--- src/rtl/pc_sequencer_pkg.sv ---
// Shared constants and FSM encoding for the fetch PC sequencer.
package pc_sequencer_pkg;

    localparam logic [31:0] RESET_PC   = 32'h0000_3000;
    localparam logic [31:0] EXC_VEC    = 32'h0000_4180;
    localparam logic [31:0] IMEM_BYTES = 32'h0000_3000;

    typedef enum logic {
        RUN   = 1'b0,
        FLUSH = 1'b1
    } state_e;

endpackage

--- src/rtl/pc_sequencer_if.sv ---
// Request/redirect inputs and fetch-side outputs of the PC sequencer.
interface pc_sequencer_if;

    logic        stall;
    logic        redir_d;
    logic [31:0] redir_pc;
    logic        ctl_d;
    logic        exc_req;
    logic        eret_req;
    logic [31:0] epc;
    logic [31:0] pc;
    logic [31:0] pc4;
    logic        flush_if;
    logic        bd_if;
    logic        adel_if;

    modport master (
        output stall, redir_d, redir_pc, ctl_d,
        output exc_req, eret_req, epc,
        input  pc, pc4, flush_if, bd_if, adel_if
    );

    modport slave (
        input  stall, redir_d, redir_pc, ctl_d,
        input  exc_req, eret_req, epc,
        output pc, pc4, flush_if, bd_if, adel_if
    );

endinterface

--- src/rtl/pc_addr_check.sv ---
// Fetch address check: misaligned or outside [BASE, BASE+SIZE).
module pc_addr_check #(
    parameter logic [31:0] BASE = 32'h0000_3000,
    parameter logic [31:0] SIZE = 32'h0000_3000
) (
    input  logic [31:0] addr,
    output logic        adel
);

    localparam logic [31:0] LIMIT = BASE + SIZE;

    assign adel = (addr[1:0] != 2'b00)
                | (addr < BASE)
                | (addr >= LIMIT);

endmodule

--- src/rtl/pc_sequencer.sv ---
// Fetch PC register with exception/eret/stall/redirect next-PC priority,
// IF flush FSM and branch-delay-slot tracking.
module pc_sequencer
    import pc_sequencer_pkg::*;
(
    input  logic           clk,
    input  logic           reset,
    pc_sequencer_if.slave  bus
);

    logic [31:0] pc_q, pc_d;
    state_e      state_q, state_d;
    logic        bd_q, bd_d;
    logic        flush;

    always_comb begin
        pc_d    = pc_q + 32'd4;
        state_d = RUN;
        bd_d    = bd_q;
        flush   = (state_q == FLUSH);
        if (bus.exc_req) begin
            pc_d    = EXC_VEC;
            state_d = FLUSH;
            flush   = 1'b1;
            bd_d    = 1'b0;
        end else if (bus.eret_req) begin
            pc_d    = bus.epc;
            state_d = FLUSH;
            flush   = 1'b1;
            bd_d    = 1'b0;
        end else if (bus.stall) begin
            pc_d = pc_q;
        end else if (state_q == RUN) begin
            bd_d = bus.ctl_d;
            if (bus.redir_d) begin
                pc_d = bus.redir_pc;
            end
        end else begin
            // D slot is being killed, so neither its redirect nor its BD bit count
            bd_d = 1'b0;
        end
    end

    always_ff @(posedge clk or posedge reset) begin
        if (reset) begin
            pc_q    <= RESET_PC;
            state_q <= RUN;
            bd_q    <= 1'b0;
        end else begin
            pc_q    <= pc_d;
            state_q <= state_d;
            bd_q    <= bd_d;
        end
    end

    assign bus.pc       = pc_q;
    assign bus.pc4      = pc_q + 32'd4;
    assign bus.flush_if = flush;
    assign bus.bd_if    = bd_q & ~flush;

    pc_addr_check #(
        .BASE (RESET_PC),
        .SIZE (IMEM_BYTES)
    ) u_addr_check (
        .addr (pc_q),
        .adel (bus.adel_if)
    );

endmodule

--- src/flat_wrapper.sv ---
// flat-port wrapper written by rule: the top's interface ports become plain ports
module pc_sequencer_flat import pc_sequencer_pkg::*;
  (clk, reset, bus_stall, bus_redir_d, bus_redir_pc, bus_ctl_d, bus_exc_req, bus_eret_req, bus_epc, bus_pc, bus_pc4, bus_flush_if, bus_bd_if, bus_adel_if);
  pc_sequencer_if bus_i ();
  input  logic clk;
  input  logic reset;
  input wire logic [$bits(bus_i.stall)-1:0] bus_stall;
  input wire logic [$bits(bus_i.redir_d)-1:0] bus_redir_d;
  input wire logic [$bits(bus_i.redir_pc)-1:0] bus_redir_pc;
  input wire logic [$bits(bus_i.ctl_d)-1:0] bus_ctl_d;
  input wire logic [$bits(bus_i.exc_req)-1:0] bus_exc_req;
  input wire logic [$bits(bus_i.eret_req)-1:0] bus_eret_req;
  input wire logic [$bits(bus_i.epc)-1:0] bus_epc;
  output wire logic [$bits(bus_i.pc)-1:0] bus_pc;
  output wire logic [$bits(bus_i.pc4)-1:0] bus_pc4;
  output wire logic [$bits(bus_i.flush_if)-1:0] bus_flush_if;
  output wire logic [$bits(bus_i.bd_if)-1:0] bus_bd_if;
  output wire logic [$bits(bus_i.adel_if)-1:0] bus_adel_if;
  assign bus_i.stall = bus_stall;
  assign bus_i.redir_d = bus_redir_d;
  assign bus_i.redir_pc = bus_redir_pc;
  assign bus_i.ctl_d = bus_ctl_d;
  assign bus_i.exc_req = bus_exc_req;
  assign bus_i.eret_req = bus_eret_req;
  assign bus_i.epc = bus_epc;
  assign bus_pc = bus_i.pc;
  assign bus_pc4 = bus_i.pc4;
  assign bus_flush_if = bus_i.flush_if;
  assign bus_bd_if = bus_i.bd_if;
  assign bus_adel_if = bus_i.adel_if;
  pc_sequencer u_core (.clk(clk), .reset(reset), .bus(bus_i));
endmodule
--- config.mk ---
export PLATFORM = sky130hd
export DESIGN_NAME = pc_sequencer_flat
export DESIGN_NICKNAME = d
export VERILOG_FILES = /design/src/rtl/pc_sequencer_pkg.sv /design/src/rtl/pc_sequencer_if.sv /design/src/rtl/pc_addr_check.sv /design/src/rtl/pc_sequencer.sv /design/src/flat_wrapper.sv
export SDC_FILE = /design/constraint.sdc
export NUM_CORES = 1
export LEC_CHECK = 0
export CAP_MARGIN = 25
export CELL_PAD_IN_SITES_DETAIL_PLACEMENT = 1
export CELL_PAD_IN_SITES_GLOBAL_PLACEMENT = 2
export CORE_MARGIN = 1.5
export CORE_UTILIZATION = 24
export DETAILED_ROUTE_END_ITERATION = 8
export GPL_ROUTABILITY_DRIVEN = 0
export PLACE_DENSITY = 0.86
export SYNTH_ARGS = -nofsm -noshare
export SYNTH_HDL_FRONTEND = slang
export SYNTH_SLANG_ARGS = --single-unit
--- constraint.sdc ---
create_clock -name clk -period 3.6 [get_ports clk]
set_clock_uncertainty 0.2 [all_clocks]
set_input_delay 0.54 -clock clk [delete_from_list [all_inputs] [get_ports clk]]
set_output_delay 0.54 -clock clk [all_outputs]
set_load 0.03 [all_outputs]
# Yosys cells after proc, flatten, opt, wreduce, memory -nomap -nowiden
# Index checks and enable logic that the tools add are counted.
[totals] reg_bits=34 word_cells=25
[classes] addsub=1 magnitude_cmp=2 n_eq_ne=1 n_mux=13 bitwise_logic=4 n_reduce_logical=1
[ops] operator="32-bit 2-to-1 mux" n=5
[ops] operator="32-bit by 3-bit adder with 32-bit output (second input constant)" n=1
[ops] operator="32-bit by 15-bit greater-or-equal comparator with 1-bit output (second input constant)" n=1
[ops] operator="32-bit by 14-bit < comparator with 1-bit output (second input constant)" n=1
[ops] operator="1-bit 2-to-1 mux" n=8
[ops] operator="3-bit by 1-bit != test with 1-bit output (second input constant)" n=1
[ops] operator="1-bit OR" n=2
[ops] operator="2-bit nonzero test" n=1
[ops] operator="1-bit bitwise AND" n=1
[ops] operator="1-bit NOT" n=1

# Logic depth before layout (Yosys ltp)
# Gate-level depths: netlist (run 1).
[depth] depth_word=6 depth_mapped=8 ltp_nobuf=6

# Modules after synthesis
# From an unflattened synthesis (run 1), not the netlist that was laid out.
[unflattened] cells_unflattened=453 area_unflattened_um2=3430.8
[by_module_without_submodules] module="pc_sequencer" instances=1 cells_per_inst=444 area_per_inst_um2=3374.5 seq_area_each_um2=853.3
[by_module_without_submodules] module="pc_addr_check" instances=1 cells_per_inst=9 area_per_inst_um2=56.3 seq_area_each_um2=0.0

# Worst setup path before layout (run 1)
# No wires, ideal clock.
[synth_timing] path_kind="reg2out" start="register u_core.pc_q[13], in the netlist u_core.bus.pc[13]" end="output port bus_pc4[31]" t_arrival_ns=2.348 t_required_ns=2.860 path_slack_ns=0.512 path_stages_with_launch=7 path_cell_list="dfstp_2 > buf_2 > nand3_2 > or4_4 > nor2_4 > nand3_1 > xnor2_1"
[synth_between] elab_chain_len=1
[synth_rtl] element="start: declaration" line="pc_sequencer.sv:11" source="logic [31:0] pc_q, pc_d;"
[synth_rtl] element="start signal: assignment" line="pc_sequencer.sv:50" source="pc_q <= pc_d;"
[synth_rtl] element="32-bit by 3-bit adder with 32-bit output" line="pc_sequencer.sv:57" source="assign bus.pc4 = pc_q + 32'd4;"
[synth_rtl] element="end: declaration" line="flat_wrapper.sv:15" source="output wire logic [$bits(bus_i.pc4)-1:0] bus_pc4;"
# Every way passes these cells.

# Final worst setup path (run 1)
[layout_timing] start="register u_core.pc_q[17], in the netlist u_core.bus.pc[17]" end="output port bus_pc4[31]"
# Same word-level chain as after synthesis.

==> results of run 1 <==
==> kinds of logic after synthesis <==
family,synth area share [%]
DFF,27.8
and+or+nand+nor,31.3
AOI/OAI and AO/OA,24.6
xor gates and xnor gates,6.86
buffers and inverters,6.29
muxes,2.29
adders and majority gates,0.816
==> worst max-delay path, stage by stage, from the launching register on <==
cell	delay [ns]
dfrtp_1	0.52
nand4_4	0.18
or4_4	0.59
nor2_4	0.17
nand3_1	0.15
xnor2_1	0.17
clkdlybuf4s50_1	0.68
==> area by class of cell <==
class                           count  share of cell area [%]
Sequential cell                    34                    17.8
Inverter                           12                   0.942
Multi-Input combinational cell    324                    42.4
Clock buffer                        7                    2.98
Clock inverter                      1                   0.105
Timing Repair Buffer              153                    31.2
Tap cell                          172                    4.50
==> power groups by stage <==
| stage | clock (mW) | combinational (mW) | sequential, mW |
|---|---|---|---|
| 3_3_place_gp | 0 | 0.502 | 0.467 |
| 4_1_cts | 0.460 | 0.510 | 0.463 |
| 2_1_floorplan | 0 | 0.220 | 0.500 |
| 5_1_grt | 0.477 | 0.540 | 0.469 |
| 3_5_place_dp | 0 | 0.507 | 0.470 |
| 6_report | 0.453 | 0.508 | 0.463 |
==> per-stage QoR <==
stage	instances	instance area, um2	hold slack (ns)	utilization (%)
final	703	4780	0.354	38.2
after CTS	702	4770	0.348	38.1
after floorplan	405	3070	0.303	-
after global routing	703	4780	0.385	38.2
after global placement	694	4620	0.335	36.9
after detailed placement	694	4620	0.334	36.9
==> sequential cells by signal, summed over array words and instances (netlist names) <==
name            flops
u_core.bd_q         1
u_core.state_q      1
u_core.bus.pc      32
==> metal layers <==
| layer | share of wire (%) | vias up | routed length [um] | track usage (%) |
|---|---|---|---|---|
| met5 | 0 | - | 0 | 0 |
| met4 | 1.4 | 0 | 187 | 4.88 |
| met3 | 5.8 | 15 | 792 | 3.56 |
| met2 | 50 | 145 | 6850 | 37.0 |
| met1 | 43 | 1790 | 5860 | 25.4 |
| li1 | - | 1735 | - | - |
==> layout by cell type, fill, tap and decap left out, types with 6 or more instances in the layout <==
cell | netlist | layout
inv_1 | 12 | 12
xor2_1 | 11 | 11
xnor2_1 | 13 | 13
o21ai_0 | 28 | 28
nor4_1 | 8 | 8
dfrtp_1 | 32 | 32
o211ai_1 | 6 | 6
a31oi_1 | 10 | 10
nor3_1 | 13 | 13
buf_4 | 2 | 17
a31o_2 | 6 | 6
a21oi_1 | 24 | 24
clkdlybuf4s50_1 | 0 | 131
nand4_1 | 8 | 8
or3_1 | 9 | 9
and3_1 | 13 | 13
nor2_1 | 40 | 40
a221oi_1 | 6 | 6
nand2_1 | 40 | 40
mux2i_1 | 7 | 7
nand3_1 | 20 | 20
==> worst max path at each step <==
stage / to / slack, ns / start / cells after the start
after floorplan: bus_pc4[31] / 0.51 / u_core.bus.pc[13] / 6
after global placement: bus_pc4[26] / 0.45 / u_core.bus.pc[2] / 7
after detailed placement: bus_pc4[26] / 0.44 / u_core.bus.pc[2] / 7
after CTS: bus_pc4[31] / 0.14 / u_core.bus.pc[17] / 6
after global routing: bus_pc4[31] / 0.02 / u_core.bus.pc[17] / 6
final: bus_pc4[31] / 0.13 / u_core.bus.pc[17] / 6
==> Yosys cell counts, types with 7 or more instances <==
cell type | instances | area, um2
nor3_1 | 13 | 65.1
xnor2_1 | 13 | 114
a21oi_1 | 24 | 120
nand4_1 | 8 | 50.1
xor2_1 | 11 | 96.3
nand2_1 | 40 | 150
nor4_1 | 8 | 50.1
and3_1 | 13 | 81.3
a31oi_1 | 10 | 62.6
nand3_1 | 20 | 100
o21ai_0 | 28 | 140
or3_1 | 9 | 56.3
mux2i_1 | 7 | 70.1
clkbuf_1 | 23 | 86.3
inv_1 | 12 | 45.0
nor2_1 | 40 | 150
dfrtp_1 | 32 | 801
==> run_results.csv, run 1 <==
group,metric,value,unit
clock_tree,post-cts-setup-buffers,0,
cells_and_area,seq_area,853,um2
die,die_width,116,um
setup_path,r2r_start,"u_core.bus.pc[2]",
clock_tree,h-tree-depth,2,
yosys,synth_area_per_cell,7.57,um2
detailed_routing,routed_wl,13.7,mm
clock_tree,post_cts_resized,0,
clock_tree,cts_tree,"built",
die,pin_count,138,
clock_tree,hold_buffers,0,
setup_path,critPathArrivalTime,2.73,ns
yosys,synth_cells,405,
clock_tree,cts_buffers,5,
timing,period_share,96.5,%
power_and_ir_drop,cellLeakagePower,1.87,nW
yosys,ys_types,62,
grt,grt_max_degree,36,
yosys,seq_area_frac_synth,27.8,%
cells_and_area,drive_above_1_share,9.23,%
detailed_routing,vias,3685,
timing,slew_headroom,45.2,%
setup_path,r2r_end,"u_core.bus.pc[20]",
setup_path,cp.required,2.86,ns
die,core,12500,um2
power_and_ir_drop,fin_total_pwr,1.42,mW
timing,finalHoldViolations,0,
cells_and_area,fill_cells,1530,
detailed_routing,via_per_inst,5.24,
power_and_ir_drop,p_comb_share,35.6,%
grt,groute.usage.overall,20.5,%
min_path,hp-start,"u_core.bd_q",
die,die_area,13500,um2
setup_path,worst-setup-path-type,"reg2out",
clock_tree,cts_sinks,34,
cells_and_area,diodes,0,
cells_and_area,area_growth,56.0,%
yosys,yosysWarnings,0,
power_and_ir_drop,peakVddDrop,0.000141,V
setup_path,cp-end-kind,"output pin",
yosys,async_flop_share,100,%
yosys,synth_fp_nets,478,
timing,setup_tns,0,ns
min_path,hp-class,"reg2reg",
yosys,ys.flop_type,"dfrtp_1",
power_and_ir_drop,powerDensity,298,nW/um2
die,num_rows,41,
placement,dp_slack,0.442,ns
grt,grt_pass1_vias,3842,
min_path,worstHoldPathCells,2,
detailed_routing,wire_per_inst,19.5,um
yosys,synth_area,3070,um2
power_and_ir_drop,pwr-share-seq,32.5,%
placement,hpwl,10.2,mm
detailed_routing,drt_iter0_drc,229,
grt,grt_overflow,0,
cells_and_area,nets,603,
placement,numPortBuffers,137,
power_and_ir_drop,internal_power,0.913,mW
clock_tree,clock_path_buffers,2,
timing,drv_slew,0,
timing,max_freq,288,MHz
timing,period_needed,3.47,ns
flow_run,drv_cap,0,
setup_path,startpoint_type,"flip-flop",
grt,grt_pass1_wl,21.2,mm
cells_and_area,multi_input_area,2030,um2
detailed_routing,drc,0,
clock_tree,clkLatencyLatePin,0.28,ns
setup_path,crit_path_max_fanout,9,
timing,finalWorstSetupSlack,0.127,ns
yosys,synth-seq-cells,34,
min_path,hold_end,"u_core.bd_q",
detailed_routing,antenna_left,0,
run_status,status,"complete, no violations",
timing,rsz0062_at_grt,"false",
clock_tree,path_clk_slew,0.06,ns
yosys,synth_edf_count,0,
die,die_h,116,um
setup_path,r2r.worst_path.cells,6,
power_and_ir_drop,switching_share,35.9,%
die,initial_core_util,24.5,%
power_and_ir_drop,clkPwrFrac,31.8,%
power_and_ir_drop,switching_power,0.512,mW
setup_path,ff2ff_setup_slack,1.29,ns
grt,antenna_found_initial,0,
clock_tree,cts_root_buffer,"clkbuf_16",
timing,worst_pin_slew,0.821,ns
detailed_routing,first_pass_iters,4,
timing,setup_viol,0,
No activity file was read; power rests on OpenSTA's default activity.
==> run 2: changes to the inputs <==
- ABC_AREA: default -> 1
- CORE_UTILIZATION: 24 -> 22
==> run 2 against run 1 <==
  * Sequential share of layout area up 0.052 points
  * Wire length down 9.5%
  * Critical path depth up 1
  * Register-to-register slack better by 0.23 ns
  * Total power up 0.55%
  * Die area up 9.1%
  * Non-clock buffer count down 9
  * Global-route usage down 3.1 points
  * Clock power down 7.3%
  * Utilization down 2.8 points
  * Worst setup slack better by 0.22 ns
  * Count of clock-buffer cells in the layout up 1
==> run_results.csv, run 2 <==
group,metric,value,unit
timing,hold_ws,0.338,ns
power_and_ir_drop,powerDensity,300,nW/um2
timing,setup_viol,0,
grt,grt_pass1_wl,19.9,mm
yosys,async_flop_share,100,%
detailed_routing,via_per_inst,4.39,
yosys,synth-seq-cells,34,
timing,slew_headroom,51.0,%
timing,period_needed,3.25,ns
grt,antenna_found_initial,0,
min_path,hp-class,"reg2reg",
setup_path,crit_slowest_cell,"clkdlybuf4s50_1",
clock_tree,cts_root_buffer,"clkbuf_16",
cells_and_area,largest_reg_flops,32,
yosys,yosysWarnings,0,
clock_tree,cts_sinks,34,
clock_tree,cts_tree,"built",
timing,finalHoldViolations,0,
yosys,post-synth-top-count-cell,"nand2_1",
grt,grt_max_degree,43,
die,num_rows,42,
cells_and_area,diodes,0,
die,core,13500,um2
yosys,synth_top_area_share,27.3,%
setup_path,cp-end-kind,"output pin",
yosys,synth.area.top_cells,"nand2_1 (27%), dfrtp_1 (26%), inv_1 (7.5%)",
die,die_width,121,um
clock_tree,clock_path_buffers,2,
detailed_routing,drc,0,
yosys,synth_area,3070,um2
yosys,synth_largest_area_cell,"nand2_1",
setup_path,crit_chain,"ha_1 > nand2_1 > nor2_1 > nand2_2 > nor2_2 > xor2_1 > clkdlybuf4s50_1",
setup_path,worst-setup-path-type,"reg2out",
placement,hpwl,9.80,mm
cells_and_area,final_cells,826,
cells_and_area,nets,722,
timing,rsz0062_at_grt,"false",
power_and_ir_drop,cellLeakagePower,2.21,nW
timing,setup_tns,0,ns
setup_path,cp_num_buf_inv,1,
yosys,seq_area_frac_synth,27.8,%
clock_tree,post-cts-setup-buffers,0,
yosys,synth_area_per_cell,5.95,um2
timing,drv_slew,0,
grt,grt_pass1_vias,3797,
run_status,status,"complete, no violations",
timing,period_share,90.3,%
die,initial_core_util,22.8,%
clock_tree,clkLatencyLatePin,0.28,ns
setup_path,startpoint_type,"flip-flop",
cells_and_area,area_growth,55.2,%
detailed_routing,routed_wl,12.4,mm
die,die_area,14700,um2
yosys,synth_cells,516,
cells_and_area,drive_above_1_share,8.15,%
detailed_routing,vias,3625,
timing,max_freq,308,MHz
yosys,ys_types,30,
timing,worst_pin_slew,0.734,ns
flow_run,drv_cap,0,
yosys,synth_fp_nets,589,
detailed_routing,wire_per_inst,15.0,um
clock_tree,hold_buffers,0,
clock_tree,h-tree-depth,2,
cells_and_area,layout_common_cells,"nand2_1 (223), clkdlybuf4s50_1 (137), inv_1 (61)",
setup_path,worst_path_largest_cell_delay,0.73,ns
grt,grt_overflow,0,
detailed_routing,first_pass_iters,4,
clock_tree,path_clk_slew,0.06,ns
placement,dp.cells,818,
detailed_routing,drt_iter0_drc,158,
yosys,ys.flop_type,"dfrtp_1",
die,pin_count,138,
clock_tree,post_cts_resized,0,
setup_path,crit_path_max_fanout,5,
yosys,synth_commonest_cells,"nand2_1 (223), inv_1 (61), nor2_1 (41), nand3_1 (34), dfrtp_1 (32)",
detailed_routing,antenna_left,0,
placement,numPortBuffers,137,
clock_tree,cts_buffers,5,
die,die_h,121,um
power_and_ir_drop,peakVddDrop,0.000144,V
setup_path,critPathArrivalTime,2.51,ns
yosys,synth_edf_count,0,
cells_and_area,final_common_cell,"nand2_1",
setup_path,cp.required,2.86,ns
setup_path,path_delay_family,"buffers and inverters",
grt,groute.usage.overall,17.5,%
-- run 2: cell types whose count changed after synthesis, moves of 13 or more --
cell,previous run,this run
nand3_1,20,34
inv_1,12,61
and3_1,13,0
nand2_1,40,223
a21oi_1,24,8
clkbuf_1,23,10
xnor2_1,13,0
-- run 2: routing by layer --
| metal | track usage (%) | vias up | wire length (um) |
|---|---|---|---|
| met5 | 0 | - | 0 |
| met4 | 3.24 | 0 | 79 |
| met3 | 3.01 | 8 | 583 |
| met2 | 29.9 | 85 | 5780 |
| met1 | 23.2 | 1683 | 5950 |
| li1 | - | 1849 | - |
-- run 2: layout make-up --
type / count / area [um2]
Multi-Input combinational cell: 400 / 1890
Inverter: 64 / 240
Timing Repair Buffer: 144 / 1420
Tap cell: 176 / 220
Fill cell: 1768 / 8680
Sequential cell: 34 / 853
Clock buffer: 8 / 136
-- run 2: path summary, 6_finish.rpt --
kind | from | endpoint | slack, ns | depth (start not counted)
min | u_core.bus.pc[12] | u_core.bus.pc[12] | 0.34 | 2
max | u_core.bus.pc[3] | bus_pc4[14] | 0.35 | 7
max reg2reg | u_core.bus.pc[3] | u_core.bus.pc[28] | 1.52 | 12
min in group asynchronous | reset | u_core.bus.pc[23] | 0.47 | 3
max in group asynchronous | reset | u_core.bus.pc[13] | 2.37 | 3
min reg2reg | u_core.bus.pc[12] | u_core.bus.pc[12] | 0.34 | 2
-- run 2: cells by family after synthesis --
logic type      count (synthesis)  share of synthesized area [%]
fa+ha+maj                       2                          0.815
compound gates                 49                           8.96
buf+inv                        82                           10.5
flops                          34                           27.8
simple gates                  337                           46.8
xor+xnor                       12                           5.13
-- run 2: stage by stage --
stage          instance area (um2)  worst slack [ns]  power, mW  utilization [%]
4_1_cts                       4770             0.360       1.45             35.4
3_3_place_gp                  4630             0.694       1.02             34.4
6_report                      4770             0.348       1.43             35.4
3_5_place_dp                  4630             0.660       1.02             34.4
5_1_grt                       4770             0.213       1.51             35.4
2_1_floorplan                 3070              1.07      0.754                -
-- run 2: worst min-delay path, delay by kind of cell (launching register included) --
family | cells | cell delay, ns
flip-flops | 1 | 0.41
AND/OR/NAND/NOR | 2 | 0.13
-- run 2: power breakdown --
part / switching [mW] / internal (mW)
clock network: 0.163 / 0.257
registers: 0.0574 / 0.414
logic: 0.304 / 0.237
==> run 3: changes to the inputs <==
--- a/constraint.sdc
+++ b/constraint.sdc
@@ -4,2 +4,2 @@
 set_output_delay 0.54 -clock clk [all_outputs]
-set_load 0.03 [all_outputs]
+set_load 0.005 [all_outputs]
==> run 3 against run 2 <==
  * Wire length grew 2.1%
  * Largest cell class unchanged
  * Critical path type unchanged
  * Worst hold slack lost 0.0014 ns
  * First-iteration DRC count shrank 42%
==> run_results.csv, run 3 (synthesis gave the netlist of run 2 again) <==
group,metric,value,unit
setup_path,path_delay_family,"simple AND/OR/NAND/NOR gates",
clock_tree,cts_sinks,34,
detailed_routing,via_per_inst,4.43,
detailed_routing,routed_wl,12.7,mm
clock_tree,clkLatencyLatePin,0.29,ns
run_status,status,"complete, no violations",
detailed_routing,vias,3657,
placement,dp.cells,817,
placement,hpwl,10.0,mm
power_and_ir_drop,cellLeakagePower,2.23,nW
detailed_routing,drt_iter0_drc,91,
flow_run,drv_cap,0,
die,die_h,121,um
placement,numPortBuffers,137,
detailed_routing,first_pass_iters,4,
timing,setup_viol,0,
min_path,worstHoldPathCells,2,
clock_tree,path_clk_slew,0.06,ns
setup_path,startpoint_type,"flip-flop",
power_and_ir_drop,peakVddDrop,0.000148,V
die,die_width,121,um
cells_and_area,nets,721,
die,core,13500,um2
timing,setup_tns,0,ns
setup_path,worst-setup-path-type,"reg2out",
grt,grt_max_degree,43,
power_and_ir_drop,fin_total_pwr,1.49,mW
timing,rsz0062_at_grt,"false",
cells_and_area,drive_above_1_share,8.47,%
placement,place_area,4620,um2
timing,max_freq,325,MHz
die,num_rows,42,
power_and_ir_drop,powerDensity,309,nW/um2
timing,period_share,85.4,%
timing,period_needed,3.07,ns
grt,grt_pass1_vias,3910,
cells_and_area,multi_input_area,1890,um2
clock_tree,cts_root_buffer,"clkbuf_16",
clock_tree,hold_buffers,0,
placement,dp_slack,0.756,ns
timing,finalHoldViolations,0,
clock_tree,cts_buffers,5,
cells_and_area,final_common_cell,"nand2_1",
setup_path,cp_num_buf_inv,1,
detailed_routing,drc,0,
timing,finalWorstSetupSlack,0.526,ns
setup_path,critPathArrivalTime,2.33,ns
detailed_routing,antenna_left,0,
timing,slew_headroom,54.0,%
setup_path,worst_path_largest_cell_delay,0.56,ns
die,initial_core_util,22.8,%
setup_path,cp-end-kind,"output pin",
cells_and_area,seq_area,853,um2
timing,hold_ws,0.337,ns
setup_path,ff2ff_setup_slack,1.56,ns
timing,drv_slew,0,
setup_path,crit_chain,"ha_1 > nand2_1 > nor2_1 > nand2_2 > nor2_2 > xor2_1 > clkdlybuf4s50_1",
cells_and_area,fill_cells,1747,
cells_and_area,layout_common_cells,"nand2_1 (223), clkdlybuf4s50_1 (137), inv_1 (61)",
clock_tree,h-tree-depth,2,
setup_path,crit_slowest_cell,"clkdlybuf4s50_1",
clock_tree,cts_tree,"built",
die,pin_count,138,
detailed_routing,wire_per_inst,15.3,um
setup_path,cp.depth,7,
clock_tree,clock_path_buffers,2,
die,die_area,14700,um2
cells_and_area,final_core_util,35.9,%
setup_path,cp.required,2.86,ns
clock_tree,post_cts_resized,0,
cells_and_area,final_cells,825,
min_path,hp-class,"reg2reg",
grt,grt_pass1_wl,20.1,mm
cells_and_area,area_growth,57.0,%
timing,worst_pin_slew,0.689,ns
cells_and_area,largest_reg_flops,32,
cells_and_area,diodes,0,
grt,groute.usage.overall,17.5,%
setup_path,crit_path_max_fanout,5,
grt,grt_overflow,0,
cells_and_area,design_area,4820,um2
clock_tree,post-cts-setup-buffers,0,
grt,antenna_found_initial,0,
setup_path,r2r.worst_path.cells,12,
[run 3: cell count changes in the layout (fill, tap and decap cells not counted)]
cell and change:
bufinv_16 +2, clkbuf_1 -3, clkbuf_8 +1, buf_4 -1
[run 3: path summary, 6_finish.rpt]
kind	from	endpoint
worst max-delay path	u_core.bus.pc[2]	bus_pc4[14]
worst min-delay path	u_core.bus.pc[13]	u_core.bus.pc[13]
worst max register to register	u_core.bus.pc[2]	u_core.bus.pc[28]
worst min register to register	u_core.bus.pc[13]	u_core.bus.pc[13]
max in group asynchronous	reset	u_core.bus.pc[12]
min in group asynchronous	reset	u_core.bus.pc[30]
[run 3: routing by layer]
metal / part of all wire [%] / wire, um / vias to the layer above / track usage, %
met5: 0 / 0 / - / 0
met4: 1.2 / 153 / 0 / 3.90
met3: 5.5 / 692 / 11 / 3.57
met2: 47 / 5950 / 91 / 30.3
met1: 46 / 5860 / 1711 / 22.5
li1: - / - / 1844 / -
[run 3: area by class of cell]
type	instances	area share, %
clock buffers	6	2.88
clock inverters	2	1.25
inverters	64	4.98
multi-input cells	400	39.3
flip-flops and latches	34	17.7
well taps	176	4.57
repair buffers	143	29.4
[run 3: tightest hold or removal path, stage by stage, from the launching register on]
cell and delay [ns]:
dfstp_2 0.41, nand2_1 0.07, nand2_1 0.05
[run 3: where the power goes]
group,total (mW),switching [mW],internal (mW),leakage [nW]
combinational,0.422,0.186,0.236,1.71
clock,0.595,0.179,0.416,0.0971
sequential,0.472,0.0579,0.414,0.429
total,1.49,0.423,1.07,2.23
